<file path="src/rtl/vram_arbiter_pkg.sv">
// Shared VGA/framebuffer constants, address helper and clear-FSM states.
// Imported by the arbiter, its clear engine and the bench.
`timescale 1ns/1ps
package vram_arbiter_pkg;

  localparam int H_ACTIVE   = 640;
  localparam int H_TOTAL    = 800;
  localparam int V_ACTIVE   = 480;
  localparam int V_TOTAL    = 525;
  localparam int SCALE_LOG2 = 2;
  localparam int FB_W       = H_ACTIVE >> SCALE_LOG2;
  localparam int FB_H       = V_ACTIVE >> SCALE_LOG2;
  localparam int PIX_W      = 8;
  localparam int AW         = 15;

  typedef enum logic {
    S_IDLE,
    S_CLEAR
  } clr_state_t;

  // y*160 + x as two shifts; only valid for the 160-wide framebuffer
  function automatic logic [AW-1:0] fb_addr(
    input logic [9:0] x,
    input logic [9:0] y
  );
    logic [AW-1:0] w_y;
    w_y = AW'(y);
    return (w_y << 7) + (w_y << 5) + AW'(x);
  endfunction

endpackage

</file>
<file path="src/rtl/vram_arbiter_clear.sv">
// Full-framebuffer clear engine: owns the sweep counter, fill colour
// and busy flag, stepping one word per free RAM slot.
`timescale 1ns/1ps
module vram_arbiter_clear #(
  parameter int AW      = 15,
  parameter int PIX_W   = 8,
  parameter int N_WORDS = 19200
) (
  input  logic             clk,
  input  logic             clr,
  input  logic             i_start,
  input  logic [PIX_W-1:0] i_color,
  input  logic             i_slot_free,
  output logic             o_busy,
  output logic [AW-1:0]    o_addr,
  output logic [PIX_W-1:0] o_color
);
  import vram_arbiter_pkg::*;

  localparam logic [AW-1:0] LAST = AW'(N_WORDS - 1);

  clr_state_t       r_state;
  clr_state_t       w_next;
  logic [AW-1:0]    r_cnt;
  logic [PIX_W-1:0] r_color;
  logic             w_step;
  logic             w_done;

  assign w_step = (r_state == S_CLEAR) && i_slot_free;
  assign w_done = w_step && (r_cnt == LAST);

  always_comb begin
    w_next = r_state;
    unique case (r_state)
      S_IDLE:  if (i_start) w_next = S_CLEAR;
      S_CLEAR: if (w_done)  w_next = S_IDLE;
    endcase
  end

  always_ff @(posedge clk) begin
    if (clr) begin
      r_state <= S_IDLE;
      r_cnt   <= '0;
      r_color <= '0;
    end else begin
      r_state <= w_next;
      if (r_state == S_IDLE && i_start) begin
        r_cnt   <= '0;
        r_color <= i_color;
      end else if (w_step) begin
        r_cnt <= w_done ? '0 : r_cnt + 1'b1;
      end
    end
  end

  assign o_busy  = (r_state == S_CLEAR);
  assign o_addr  = r_cnt;
  assign o_color = r_color;

endmodule

</file>
<file path="src/rtl/vram_arbiter.sv">
// Single-port framebuffer arbiter: scan-out reads own every 4th active
// pixel; writer and clear engine share the remaining slots.
`timescale 1ns/1ps
module vram_arbiter #(
  parameter int FB_W          = vram_arbiter_pkg::FB_W,
  parameter int FB_H          = vram_arbiter_pkg::FB_H,
  parameter int SCALE_LOG2    = vram_arbiter_pkg::SCALE_LOG2,
  parameter int PIX_W         = vram_arbiter_pkg::PIX_W,
  parameter int AW            = vram_arbiter_pkg::AW,
  parameter bit WR_BLANK_ONLY = 1'b0
) (
  input  logic             clk,
  input  logic             clr,
  input  logic [9:0]       h,
  input  logic [9:0]       v,
  input  logic             von,
  input  logic             wr_req,
  input  logic [7:0]       wr_x,
  input  logic [6:0]       wr_y,
  input  logic [PIX_W-1:0] wr_data,
  output logic             wr_ack,
  input  logic             clr_req,
  input  logic [PIX_W-1:0] clr_color,
  output logic             clr_busy,
  output logic [AW-1:0]    ram_addr,
  output logic             ram_we,
  output logic [PIX_W-1:0] ram_wdata,
  input  logic [PIX_W-1:0] ram_rdata,
  output logic [PIX_W-1:0] pix_data,
  output logic             pix_valid
);
  import vram_arbiter_pkg::*;

  logic             w_disp_slot;
  logic             w_slot_free;
  logic             w_in_range;
  logic             w_busy;
  logic [AW-1:0]    w_disp_addr;
  logic [AW-1:0]    w_wr_addr;
  logic [AW-1:0]    w_clr_addr;
  logic [PIX_W-1:0] w_clr_color;
  logic             r_rd_pend;
  logic             r_von_d1;
  logic             r_von_d2;
  logic [PIX_W-1:0] r_pix;

  assign w_disp_slot = von && (h[SCALE_LOG2-1:0] == '0);
  assign w_slot_free = !w_disp_slot && (!WR_BLANK_ONLY || !von);
  assign w_in_range  = (32'(wr_x) < FB_W) && (32'(wr_y) < FB_H);

  if (FB_W == 160) begin : g_shift
    assign w_disp_addr = AW'(fb_addr(h >> SCALE_LOG2, v >> SCALE_LOG2));
    assign w_wr_addr   = AW'(fb_addr(10'(wr_x), 10'(wr_y)));
  end else begin : g_mul
    assign w_disp_addr = AW'(v >> SCALE_LOG2) * AW'(FB_W)
                       + AW'(h >> SCALE_LOG2);
    assign w_wr_addr   = AW'(wr_y) * AW'(FB_W) + AW'(wr_x);
  end

  vram_arbiter_clear #(
    .AW      (AW),
    .PIX_W   (PIX_W),
    .N_WORDS (FB_W * FB_H)
  ) u_clear (
    .clk         (clk),
    .clr         (clr),
    .i_start     (clr_req),
    .i_color     (clr_color),
    .i_slot_free (w_slot_free),
    .o_busy      (w_busy),
    .o_addr      (w_clr_addr),
    .o_color     (w_clr_color)
  );

  // A pending clr_req blocks the writer so it is never acked alongside it
  always_comb begin
    ram_addr  = '0;
    ram_we    = 1'b0;
    ram_wdata = '0;
    wr_ack    = 1'b0;
    if (!clr) begin
      if (w_disp_slot) begin
        ram_addr = w_disp_addr;
      end else if (w_slot_free) begin
        if (w_busy) begin
          ram_addr  = w_clr_addr;
          ram_we    = 1'b1;
          ram_wdata = w_clr_color;
        end else if (wr_req && !clr_req) begin
          wr_ack = 1'b1;
          if (w_in_range) begin
            ram_addr  = w_wr_addr;
            ram_we    = 1'b1;
            ram_wdata = wr_data;
          end
        end
      end
    end
  end

  always_ff @(posedge clk) begin
    if (clr) begin
      r_rd_pend <= 1'b0;
      r_von_d1  <= 1'b0;
      r_von_d2  <= 1'b0;
      r_pix     <= '0;
    end else begin
      r_rd_pend <= w_disp_slot;
      r_von_d1  <= von;
      r_von_d2  <= r_von_d1;
      if (r_rd_pend) r_pix <= ram_rdata;
    end
  end

  assign pix_valid = r_von_d2;
  assign pix_data  = r_von_d2 ? r_pix : '0;
  assign clr_busy  = w_busy && !clr;

endmodule

</file>
<file path="config.mk">
export PLATFORM = sky130hd
export DESIGN_NAME = vram_arbiter
export DESIGN_NICKNAME = d
export VERILOG_FILES = /design/src/rtl/vram_arbiter_pkg.sv /design/src/rtl/vram_arbiter_clear.sv /design/src/rtl/vram_arbiter.sv
export SDC_FILE = /design/constraint.sdc
export NUM_CORES = 1
export LEC_CHECK = 0
export BUFFER_PORTS_ARGS = -buffer_cell sky130_fd_sc_hd__buf_4
export CORE_MARGIN = 1
export CORE_UTILIZATION = 46
export CTS_BUF_LIST = sky130_fd_sc_hd__clkbuf_16
export CTS_CLUSTER_DIAMETER = 60
export DETAILED_ROUTE_END_ITERATION = 10
export PLACE_DENSITY = 0.77
export SLEW_MARGIN = 5
export SYNTH_ARGS = -nofsm -noshare
export SYNTH_HDL_FRONTEND = slang
export SYNTH_SLANG_ARGS = --single-unit
export TNS_END_PERCENT = 1
</file>
<file path="constraint.sdc">
create_clock -name clk -period 3.4 [get_ports clk]
set_clock_uncertainty 0.2 [all_clocks]
set_input_delay 0.68 -clock clk [delete_from_list [all_inputs] [get_ports clk]]
set_output_delay 0.68 -clock clk [all_outputs]
set_load 0.05 [all_outputs]
</file>
==> metrics.cfg <==
[global_routing]
overflow=0
antenna_found_initial=0
grt_max_degree=40
grt_pass1_vias=2870
grt_pass1_wl_microns=13200
grt.total_usage=0.261

[floorplanning]
start_util=0.479
dieArea_sq_um=6520
fp.dieW_microns=80.8
core.rowCount=28
coreArea_sq_um=5960
die_y_microns=80.8
ios=99

[final_layout]
fillers=501
area.growth.synth_to_final_pct=45.0
n_antenna_cell=0
post-route-cell-area_sq_um=4140
fin_util=0.695
layout-drive-gt1-share=0.348
fin_nets=573

[setup_path]
crit_required_ps=2520
startpoint_type=primary input
worstReg2RegStart=u_clear.o_busy
arrival_ps=3120
rrSetupSlack_ps=1300
r2r_end=u_clear.o_addr[5]
critPathKind=in2out
endpoint_kind=primary output
path_max_fanout=2
r2r_cells=6

[synthesis]
seq_area_frac_synth=0.246
synth_top_area_frac=0.246
synth_cells=360
syn_area_per_cell_sq_um=7.92
yosys-top-cells-area=dfxtp_1 (25%), ha_1 (13%), nor2_1 (6.3%)
async_flop_share=0
ys.flop_type=dfxtp_1
yosys_register_bits=35
synth_cell_types=56
synth_nets=457
ys_warn_count=0
synth_edf_count=0
synth_top_area_cell=dfxtp_1
netlist_area_sq_um=2850

[hold_path]
min_to=pix_valid
hp-start=r_von_d1
hold_path.class=reg2reg
whs_path_depth=1

[detailed_routing]
wl_met2_microns=4040
top_layer_used=met4
drc_errors=0
vias=3007
wirelength_microns=8280
antenna_left=0
wl_met3_microns=457
avgViaCountPerCell=5.45
avgRoutedWirePerCell_microns=15.0
drtIter0Drc=126
first_pass_iters=4
met1_length_microns=3660

[power]
finalPower_uw=1410
leakage_uw=0.00185
max-vdd-ir-drop_v=0.000368
power-per-cell-area_nw_per_um2=340

[clock_tree]
cts_buffer_depth=2
clock-sinks=35
worstSkewPairLatency_ps=280
cts_made_buffers=5
path_clk_slew_ps=60
h-tree-depth=2
postCtsSetupBuffers=0
clockRootBuffer=clkbuf_16
cts_tree=built
holdBufCountCts=0

[timing]
hold_viol=0
worstMarginPinSlew_ps=804
setup_slack_ps=-597
slew_headroom=0.462
max_freq_mhz=250
post-route-period-util=1.18
worst_hold_slack_ps=253
final_max_slew_viol_count=0
setup_viol=7
period_minus_slack_ps=4000
rsz0062_at_grt=yes

[outcome]
violations=negative setup slack
outcome=complete, but fails checks

[place]
gp_congestion=0.914
dpl_cell_area_sq_um=3890
dpl.hpwl_microns=6260
io_buffers=96
place_ws_ps=-734

[job]
maxCapViolCount=0

==> synthesized netlist by cell type (2+ instances only) <==
master / count
clkbuf_1: 13
inv_1: 21
nand3_2: 2
nand2b_1: 4
ha_1: 29
buf_1: 2
nand3_1: 5
nor2_1: 48
fa_1: 4
a32oi_1: 2
o21a_1: 4
dfxtp_1: 35
and3_4: 2
and2_1: 9
xor2_1: 11
and3_1: 2
xnor2_1: 8
nand3b_1: 9
mux2i_1: 8
a221oi_1: 12
a21oi_1: 27
a211oi_1: 4
nor2b_1: 5
nand4_1: 4
nor3b_1: 2
buf_2: 2
nor3_1: 12
o21ai_0: 10
a31oi_1: 2
nand2_1: 36
==> where the power goes <==
| group | total, uW | internal (uW) | switching (uW) |
|---|---|---|---|
| Combinational | 463 | 212 | 251 |
| Clock | 516 | 345 | 171 |
| Sequential | 428 | 421 | 6.89 |
==> area by class of cell <==
class                   instances  area [sq um]  area share
clock inverters                 3          43.8      0.0106
flip-flops and latches         35           701       0.169
inverters                      21          78.8      0.0191
multi-input cells             285          2100       0.508
repair buffers                128           991       0.240
clock buffers                   5           125      0.0302
well taps                      75          93.8      0.0227
==> kinds of logic (layout without fill, tap and decap cells) <==
group                      count (synthesis)  in the layout  share of synthesized area
muxes                                      8              8                     0.0281
buffers and inverters                     40            157                     0.0566
and+or+nand+nor                          154            154                      0.282
AOI/OAI and AO/OA                         71             71                      0.174
DFF                                       35             35                      0.246
xor gates and xnor gates                  19             19                     0.0583
adders and majority gates                 33             33                      0.155
==> worst max-delay path: stages <==
cell       delay (ps)
buf_4              80
inv_1              40
fa_1              580
inv_1              60
ha_1              280
a21o_1            190
a2111oi_4         360
a21oi_2           100
xor2_1            160
a221oi_2          320
a211oi_4           80
buf_6             170
==> stage by stage <==
step | setup TNS, ps | cells
floorplan | -3510 | 360
CTS | -3060 | 552
global route | -3590 | 552
finish | -2960 | 552
global placement | -3370 | 544
detailed placement | -3600 | 544
==> how the worst max path moves through the flow <==
stage	startpoint	end	slack, ps	cells past startpoint
after floorplan	v[4]	ram_addr[13]	-540	10
after global placement	wr_x[7]	ram_addr[13]	-700	12
after detailed placement	wr_x[7]	ram_addr[13]	-730	12
after CTS	v[4]	ram_addr[13]	-630	12
after global routing	wr_x[7]	ram_addr[13]	-710	12
final	wr_x[7]	ram_addr[13]	-600	12
==> registers in the layout, indices dropped and copies added, names as in the netlist <==
signal	flops
pix_valid	1
u_clear.o_color	8
r_von_d1	1
u_clear.o_addr	15
r_pix	8
r_rd_pend	1
u_clear.o_busy	1
==> placed cells by master (no fill, tap or decap), types with 3 or more instances in the layout <==
cell,netlist,routed
a21oi_1,27,24
a21oi_2,1,4
a221oi_1,12,8
a221oi_2,0,4
and2_1,9,9
buf_4,0,120
buf_6,1,8
clkbuf_16,0,5
dfxtp_1,35,35
fa_1,4,3
ha_1,29,28
inv_1,21,20
mux2i_1,8,8
nand2_1,36,36
nand2b_1,4,4
nand3_1,5,5
nand3b_1,9,9
nand4_1,4,4
nor2_1,48,47
nor2b_1,5,5
nor3_1,12,11
o21a_1,4,4
o21ai_0,10,8
xnor2_1,8,7
xor2_1,11,11
==> what timing repair did <==
item,in CTS,in global routing
setup endpoints to repair,8,8
pin swaps,4,3
hold endpoints to repair,0,0
cloned,0,0
gates resized for setup,16,4
==> per-layer routing <==
layer  up-vias  global-route usage
li1       1502                   -
met1      1401               0.347
met2        88               0.443
met3        16              0.0427
met4         0              0.0589
met5         -                   0
Power figures use the tool's default switching activity.
